<file path="src/rtl/mem_fill_pkg.sv">
// Shared types and constants for the memory-side line-fill controller.
package mem_fill_pkg;

    typedef enum logic [1:0] {IDLE, WRITE, FILL, DONE} state_t;
    typedef enum logic {PORT_PROG, PORT_DATA} port_t;

    localparam int LINE_BYTES  = 64;
    localparam int BEAT_IDX_W  = 4;
    localparam int LINE_ADDR_W = 18;

    // Byte address of one beat inside a 64-byte line, zero-extended to the bus width.
    function automatic logic [31:0] beat_addr(input logic [LINE_ADDR_W-1:0] line_addr,
                                              input logic [BEAT_IDX_W-1:0]  beat);
        return 32'({line_addr, beat, 2'b00});
    endfunction

endpackage

</file>
<file path="src/rtl/wb_buffer.sv">
// Write-back capture FIFO; wrap-bit pointers distinguish full from empty.
module wb_buffer
    import mem_fill_pkg::*;
#(
    parameter int WIDTH = 64,
    parameter int DEPTH = 4
) (
    input  logic             clk,
    input  logic             reset,
    input  logic             push,
    input  logic             pop,
    input  logic [WIDTH-1:0] din,
    output logic [WIDTH-1:0] dout,
    output logic             full,
    output logic             empty
);

    localparam int AW = $clog2(DEPTH);

    logic [AW:0]      wr_ptr;
    logic [AW:0]      rd_ptr;
    logic [WIDTH-1:0] mem [DEPTH];
    logic             do_push;
    logic             do_pop;

    assign empty   = (wr_ptr == rd_ptr);
    assign full    = (wr_ptr[AW] != rd_ptr[AW]) && (wr_ptr[AW-1:0] == rd_ptr[AW-1:0]);
    assign do_pop  = pop && !empty;
    // A simultaneous pop frees the slot, so a push into a full buffer is still taken.
    assign do_push = push && (!full || do_pop);
    assign dout    = mem[rd_ptr[AW-1:0]];

    always_ff @(posedge clk or negedge reset) begin
        if (!reset) begin
            wr_ptr <= '0;
            rd_ptr <= '0;
        end else begin
            if (do_push) wr_ptr <= wr_ptr + 1'b1;
            if (do_pop)  rd_ptr <= rd_ptr + 1'b1;
        end
    end

    always_ff @(posedge clk) begin
        if (do_push) mem[wr_ptr[AW-1:0]] <= din;
    end

endmodule

</file>
<file path="src/rtl/mem_fill_ctrl.sv">
// Memory-side stage: drains write-backs and fills 512-bit prog/data lines
// over a 32-bit pipelined bus.
//
//  state | meaning
//  IDLE  | pick work: pending write-back first, then a line fill
//  WRITE | present buffer head as one bus write, pop on acceptance
//  FILL  | issue 16 read beats, assemble returned beats into line_buf
//  DONE  | publish line to the selected port, mark it served
module mem_fill_ctrl
    import mem_fill_pkg::*;
#(
    parameter int LINE_BEATS      = 16,
    parameter int WB_DEPTH        = 4,
    parameter int MAX_OUTSTANDING = 16
) (
    input  logic         clk,
    input  logic         reset,
    input  logic         is_req_f_prog,
    input  logic [17:0]  req_addr_f_prog,
    input  logic         is_req_f_data,
    input  logic [17:0]  req_addr_f_data,
    input  logic         fifo_empty,
    input  logic [31:0]  write_back_data,
    input  logic [31:0]  write_back_addr,
    output logic [511:0] read_prog_data,
    output logic [7:0]   read_prog_addr,
    output logic [511:0] read_data_data,
    output logic [7:0]   read_data_addr,
    output logic         mem_valid,
    input  logic         mem_ready,
    output logic         mem_we,
    output logic [31:0]  mem_addr,
    output logic [31:0]  mem_wdata,
    input  logic         mem_rvalid,
    input  logic [31:0]  mem_rdata,
    output logic         wb_overflow
);

    localparam int CNT_W = $clog2(LINE_BEATS) + 1;
    localparam logic [CNT_W-1:0] BEATS_C = CNT_W'(LINE_BEATS);
    localparam logic [CNT_W-1:0] LAST_C  = CNT_W'(LINE_BEATS - 1);
    localparam logic [CNT_W-1:0] MAX_C   = CNT_W'(MAX_OUTSTANDING);

    state_t           state, state_nxt;
    port_t            fill_port;
    logic [17:0]      fill_addr;
    logic [CNT_W-1:0] issued, returned, outstanding;
    logic [511:0]     line_buf;
    logic             served_prog, served_data;
    logic [17:0]      served_addr_prog, served_addr_data;
    logic             rr_data_first;
    logic             pend_prog, pend_data, grant_data;
    logic             start_fill, issue;

    logic             wb_push, wb_pop, wb_full, wb_empty;
    logic [63:0]      wb_head;

    assign wb_push = !fifo_empty;

    wb_buffer #(.WIDTH(64), .DEPTH(WB_DEPTH)) u_wb_buffer (
        .clk   (clk),
        .reset (reset),
        .push  (wb_push),
        .pop   (wb_pop),
        .din   ({write_back_addr, write_back_data}),
        .dout  (wb_head),
        .full  (wb_full),
        .empty (wb_empty)
    );

    assign pend_prog   = is_req_f_prog && !(served_prog && (req_addr_f_prog == served_addr_prog));
    assign pend_data   = is_req_f_data && !(served_data && (req_addr_f_data == served_addr_data));
    assign grant_data  = (pend_prog && pend_data) ? rr_data_first : pend_data;
    assign outstanding = issued - returned;

    always_comb begin
        state_nxt  = state;
        mem_valid  = 1'b0;
        mem_we     = 1'b0;
        mem_addr   = '0;
        mem_wdata  = '0;
        wb_pop     = 1'b0;
        issue      = 1'b0;
        start_fill = 1'b0;
        case (state)
            IDLE: begin
                // A write-back arriving this cycle already outranks a fill.
                if (!wb_empty || !fifo_empty) begin
                    state_nxt = WRITE;
                end else if (pend_prog || pend_data) begin
                    state_nxt  = FILL;
                    start_fill = 1'b1;
                end
            end
            WRITE: begin
                if (!wb_empty) begin
                    mem_valid = 1'b1;
                    mem_we    = 1'b1;
                    mem_addr  = wb_head[63:32];
                    mem_wdata = wb_head[31:0];
                    if (mem_ready) begin
                        wb_pop    = 1'b1;
                        state_nxt = IDLE;
                    end
                end else begin
                    state_nxt = IDLE;
                end
            end
            FILL: begin
                if ((issued < BEATS_C) && (outstanding < MAX_C)) begin
                    mem_valid = 1'b1;
                    mem_addr  = beat_addr(fill_addr, issued[BEAT_IDX_W-1:0]);
                    issue     = mem_ready;
                end
                if (mem_rvalid && (returned == LAST_C)) state_nxt = DONE;
            end
            DONE:    state_nxt = IDLE;
            default: state_nxt = IDLE;
        endcase
    end

    always_ff @(posedge clk or negedge reset) begin
        if (!reset) begin
            state         <= IDLE;
            fill_port     <= PORT_PROG;
            fill_addr     <= '0;
            issued        <= '0;
            returned      <= '0;
            line_buf      <= '0;
            rr_data_first <= 1'b1;
        end else begin
            state <= state_nxt;
            if (start_fill) begin
                fill_port <= grant_data ? PORT_DATA : PORT_PROG;
                fill_addr <= grant_data ? req_addr_f_data : req_addr_f_prog;
                issued    <= '0;
                returned  <= '0;
                if (pend_prog && pend_data) rr_data_first <= !rr_data_first;
            end
            if (issue) issued <= issued + 1'b1;
            if ((state == FILL) && mem_rvalid) begin
                line_buf[{returned[BEAT_IDX_W-1:0], 5'b0} +: 32] <= mem_rdata;
                returned <= returned + 1'b1;
            end
        end
    end

    always_ff @(posedge clk or negedge reset) begin
        if (!reset) begin
            read_prog_data   <= '0;
            read_prog_addr   <= '0;
            read_data_data   <= '0;
            read_data_addr   <= '0;
            served_prog      <= 1'b0;
            served_data      <= 1'b0;
            served_addr_prog <= '0;
            served_addr_data <= '0;
            wb_overflow      <= 1'b0;
        end else begin
            if (wb_push && wb_full && !wb_pop) wb_overflow <= 1'b1;
            if ((state == DONE) && (fill_port == PORT_PROG)) begin
                read_prog_data <= line_buf;
                read_prog_addr <= fill_addr[7:0];
            end
            if ((state == DONE) && (fill_port == PORT_DATA)) begin
                read_data_data <= line_buf;
                read_data_addr <= fill_addr[7:0];
            end
            // A dropped request clears served even if its fill is just finishing.
            if (!is_req_f_prog) begin
                served_prog <= 1'b0;
            end else if ((state == DONE) && (fill_port == PORT_PROG)) begin
                served_prog      <= 1'b1;
                served_addr_prog <= fill_addr;
            end
            if (!is_req_f_data) begin
                served_data <= 1'b0;
            end else if ((state == DONE) && (fill_port == PORT_DATA)) begin
                served_data      <= 1'b1;
                served_addr_data <= fill_addr;
            end
        end
    end

endmodule

</file>
<file path="config.mk">
export PLATFORM = sky130hd
export DESIGN_NAME = mem_fill_ctrl
export DESIGN_NICKNAME = d
export VERILOG_FILES = /design/src/rtl/mem_fill_pkg.sv /design/src/rtl/wb_buffer.sv /design/src/rtl/mem_fill_ctrl.sv
export SDC_FILE = /design/constraint.sdc
export NUM_CORES = 2
export LEC_CHECK = 0
export ABC_AREA = 1
export BUFFER_PORTS_ARGS = -buffer_cell sky130_fd_sc_hd__buf_2
export CORE_ASPECT_RATIO = 0.75
export CORE_MARGIN = 5
export CORE_UTILIZATION = 30
export DETAILED_ROUTE_END_ITERATION = 7
export GPL_TIMING_DRIVEN = 0
export PLACE_DENSITY_LB_ADDON = 0.12
export SLEW_MARGIN = 20
export SYNTH_ARGS = -nofsm -noshare
export SYNTH_HDL_FRONTEND = slang
export SYNTH_SLANG_ARGS = --single-unit
export TNS_END_PERCENT = 30
</file>
<file path="constraint.sdc">
create_clock -name clk -period 14.5 [get_ports clk]
set_input_delay 2.9 -clock clk [delete_from_list [all_inputs] [get_ports clk]]
set_output_delay 2.9 -clock clk [all_outputs]
set_load 0.02 [all_outputs]
</file>
==> impl_metrics.toml <==
[floorplan]
start_util = 0.3018
die-height_um = 431.3
dieArea_mm2 = 0.2466
core-area_mm2 = 0.2353
row_count = 154
die_w_um = 571.8
ios = 1246

[drt]
dr.pass1.iters = 6
drt-initial-drc-count = 4750
post_drt_wl_per_cell_um = 28.13
vias_per_cell = 4.873
wirelength_um = 333900
detail-route-antenna-nets = 0
num_vias = 57840
drc = 0

[critical_path]
cp-start-kind = "flop"
crit_end = "mem_addr[26]"
worstRegToRegCells = 10
slowest_stage = "clkbuf_1"
critPathBufInv = 4
required_ps = 11600
crit_start = "u_wb_buffer.rd_ptr[1]"
rrSetupSlack_ps = 10370
crit_family = "buffers and inverters"
arrival_ps = 4130
timing.rr.end = "line_buf[129]"
timing.rr.start = "returned[0]"
path_cells = "buf_2 -> xnor2_1 -> nand3_1 -> nand2_1 -> inv_2 -> nand2_1 -> clkbuf_1 -> a21oi_1 -> buf_2"
critical_path_class = "reg2out"
cp_num_cells = 9
crit_fanout = 10
slowest_delay_ps = 610
end_kind = "output port"

[power]
power.share.combinational = 0.307
clock_power_share = 0.292
p_per_area_mw_per_mm2 = 201.5
power_frac_seq = 0.400
leakagePower_nw = 42.78
peakVddDrop_v = 0.0001064
swShare = 0.3874
p_sw_mw = 6.951
power.internal_mw = 10.99
finalPower_mw = 17.94

[timing]
finalHoldViolCount = 0
period_needed_ps = 7033
skew_ps = 50.97
fin_crit_sh = 0.4850
worstMarginPinSlew_ps = 1003
fmax_ghz = 0.1422
final.setup.tns_ps = 0
finalSetupViolCount = 0
slew_headroom = 0.3288
drv_slew = 0
rsz0062_at_grt = "false"

[logic_synthesis]
seq_area_frac_synth = 0.6824
ys.flop_type = "dfrtp_1"
netlist_area_mm2 = 0.07100
yosysTopAreaCell = "dfrtp_1"
ys_top_cells_by_area = "dfrtp_1, o21ai_0, edfxtp_1"
ys_top_cells_by_count = "nand2_1, dfrtp_1, o21ai_0"
synth_nets = 7210
synth_edf_count = 256
synth_warnings = 0
ys_types = 40
synthesis.instances = 7052
ys_ff_latch = 1885
synth_most_common_cell = "nand2_1"
syn_avg_cell_area_um2 = 10.07
async_flop_share = 0.8642
synth_top_area_share = 0.5738

[cts]
cts_root_buf = "clkbuf_16"
cts_max_level = 4
cts_resized = 0
clock_sinks = 1885
path_clk_slew_ps = 60
postCtsSetupBuffers = 0
cts_hold_buffers = 0
cts_buffer_depth = 4
tritoncts = "done"
cts_made_buffers = 205
clock_latency_ps = 850

[placement]
io_buffers = 1245
placed_area_mm2 = 0.08233
dp_hpwl_um = 259700
place_congestion = 0.9138

[global_route]
grt_start_max_net_pins = 130
grt_first_pass_wirelength_um = 458400
antenna_found_initial = 66
overflow = 0
first_global_vias = 57090
grtUsageTotal = 0.2624

[layout]
regArea_mm2 = 0.04845
drive_gt1_frac = 0.1980
stdcell_area_mm2 = 0.08903
fillers = 24090
nets = 8706
syn_to_final_growth_pct = 25.39
final_util = 0.3784
multi_input_area_mm2 = 0.01831

[run_status]
status = "finished clean"

[flow_run]
drv_cap = 0

[hold_path]
hold_class = "reg2reg"
## power groups by stage
stage                     clock network (mW)  registers, mW  logic, mW
final                                   5.24           7.18       5.51
after global routing                    5.56           7.30       5.97
after floorplan                            0           7.85       2.12
after CTS                               5.37           7.18       5.59
after detailed placement                   0           7.26       5.58
after global placement                     0           7.31       5.42
## worst min path at each step
stage	cells past startpoint	to	slack [ps]	from
floorplan	2	served_data	440	served_data
global placement	2	served_prog	460	served_prog
detailed placement	2	fill_addr[3]	470	fill_addr[3]
CTS	2	served_prog	480	served_prog
global route	2	rr_data_first	490	rr_data_first
finish	2	read_prog_data[298]	480	read_prog_data[298]
## cell type report
type | count | share of cell area
flip-flops and latches | 1885 | 0.5442
multi-input cells | 4054 | 0.2056
repair buffers | 1289 | 0.08247
clock buffers | 297 | 0.06636
well taps | 3120 | 0.04385
inverters | 708 | 0.02988
plain buffers | 405 | 0.01868
clock inverters | 73 | 0.007828
diodes | 39 | 0.001096
## metrics by stage
step	hold WS, ps	setup WS [ps]	std cells
2_1_floorplan	444.7	8044	7052
4_1_cts	480.7	7411	11830
5_1_grt	491.4	7180	11840
3_5_place_dp	465.4	7809	11460
6_report	476.0	7467	11870
3_3_place_gp	461.4	-26580	11420
## layer usage
| metal | global-route usage | up-vias | part of all wire |
|---|---|---|---|
| met5 | 0 | - | 0.00019 |
| met4 | 0.1302 | 10 | 0.057 |
| met3 | 0.05698 | 543 | 0.065 |
| met2 | 0.4049 | 1992 | 0.45 |
| met1 | 0.3500 | 29410 | 0.43 |
| li1 | - | 25880 | - |
## registers in the layout, summed over array words and instances (netlist names), 2 cells and up
signal and flops:
u_wb_buffer.mem 256, read_prog_addr 8, line_buf 512, read_data_data 512, fill_addr 18, read_prog_data 512, u_wb_buffer.rd_ptr 3, state 2
served_addr_prog 18, u_wb_buffer.wr_ptr 3, read_data_addr 8, returned 5, served_addr_data 18, issued 5
## worst register-to-register path: cells and delay by family (launching register included)
kind	cells	cell delay (ps)
flops	1	400
buf+inv	5	2110
simple gates	3	970
compound gates	1	180
fa+ha+maj	1	370
## kinds of logic (layout without fill, tap and decap cells)
| family | count (synthesis) | after routing | synth area share |
|---|---|---|---|
| and+or+nand+nor | 2195 | 2195 | 0.1195 |
| DFF | 1885 | 1885 | 0.6824 |
| AOI/OAI and AO/OA | 1824 | 1824 | 0.1322 |
| buffers and inverters | 1113 | 2772 | 0.06028 |
| adders and majority gates | 19 | 19 | 0.003348 |
| xor gates and xnor gates | 16 | 16 | 0.002238 |
| other | 0 | 39 | 0 |
## layout by cell type (no fill, tap or decap), types with 4 or more instances in the layout
cell / synthesis / final
buf_16: 0 / 31
a21oi_1: 55 / 55
nand2_1: 1774 / 1774
ha_1: 19 / 19
nand4_1: 4 / 4
inv_2: 5 / 5
xnor2_1: 6 / 6
clkbuf_1: 354 / 383
buf_6: 7 / 7
a32o_1: 7 / 7
nor2_1: 303 / 299
o21ai_1: 56 / 56
clkbuf_8: 0 / 39
edfxtp_1: 256 / 256
o21ai_2: 28 / 28
xor2_1: 9 / 9
buf_1: 6 / 6
nor2_4: 1 / 5
clkinv_1: 5 / 13
o22ai_1: 86 / 86
buf_12: 0 / 12
diode_2: 0 / 39
o21ai_0: 1588 / 1588
dfrtp_1: 1628 / 1628
buf_2: 38 / 1282
clkbuf_4: 0 / 6
clkbuf_16: 0 / 207
nand3_1: 95 / 95
inv_1: 697 / 697
clkinv_2: 0 / 44
clkbuf_2: 0 / 16
bufinv_16: 0 / 11
No activity file was read; power rests on OpenSTA's default activity.
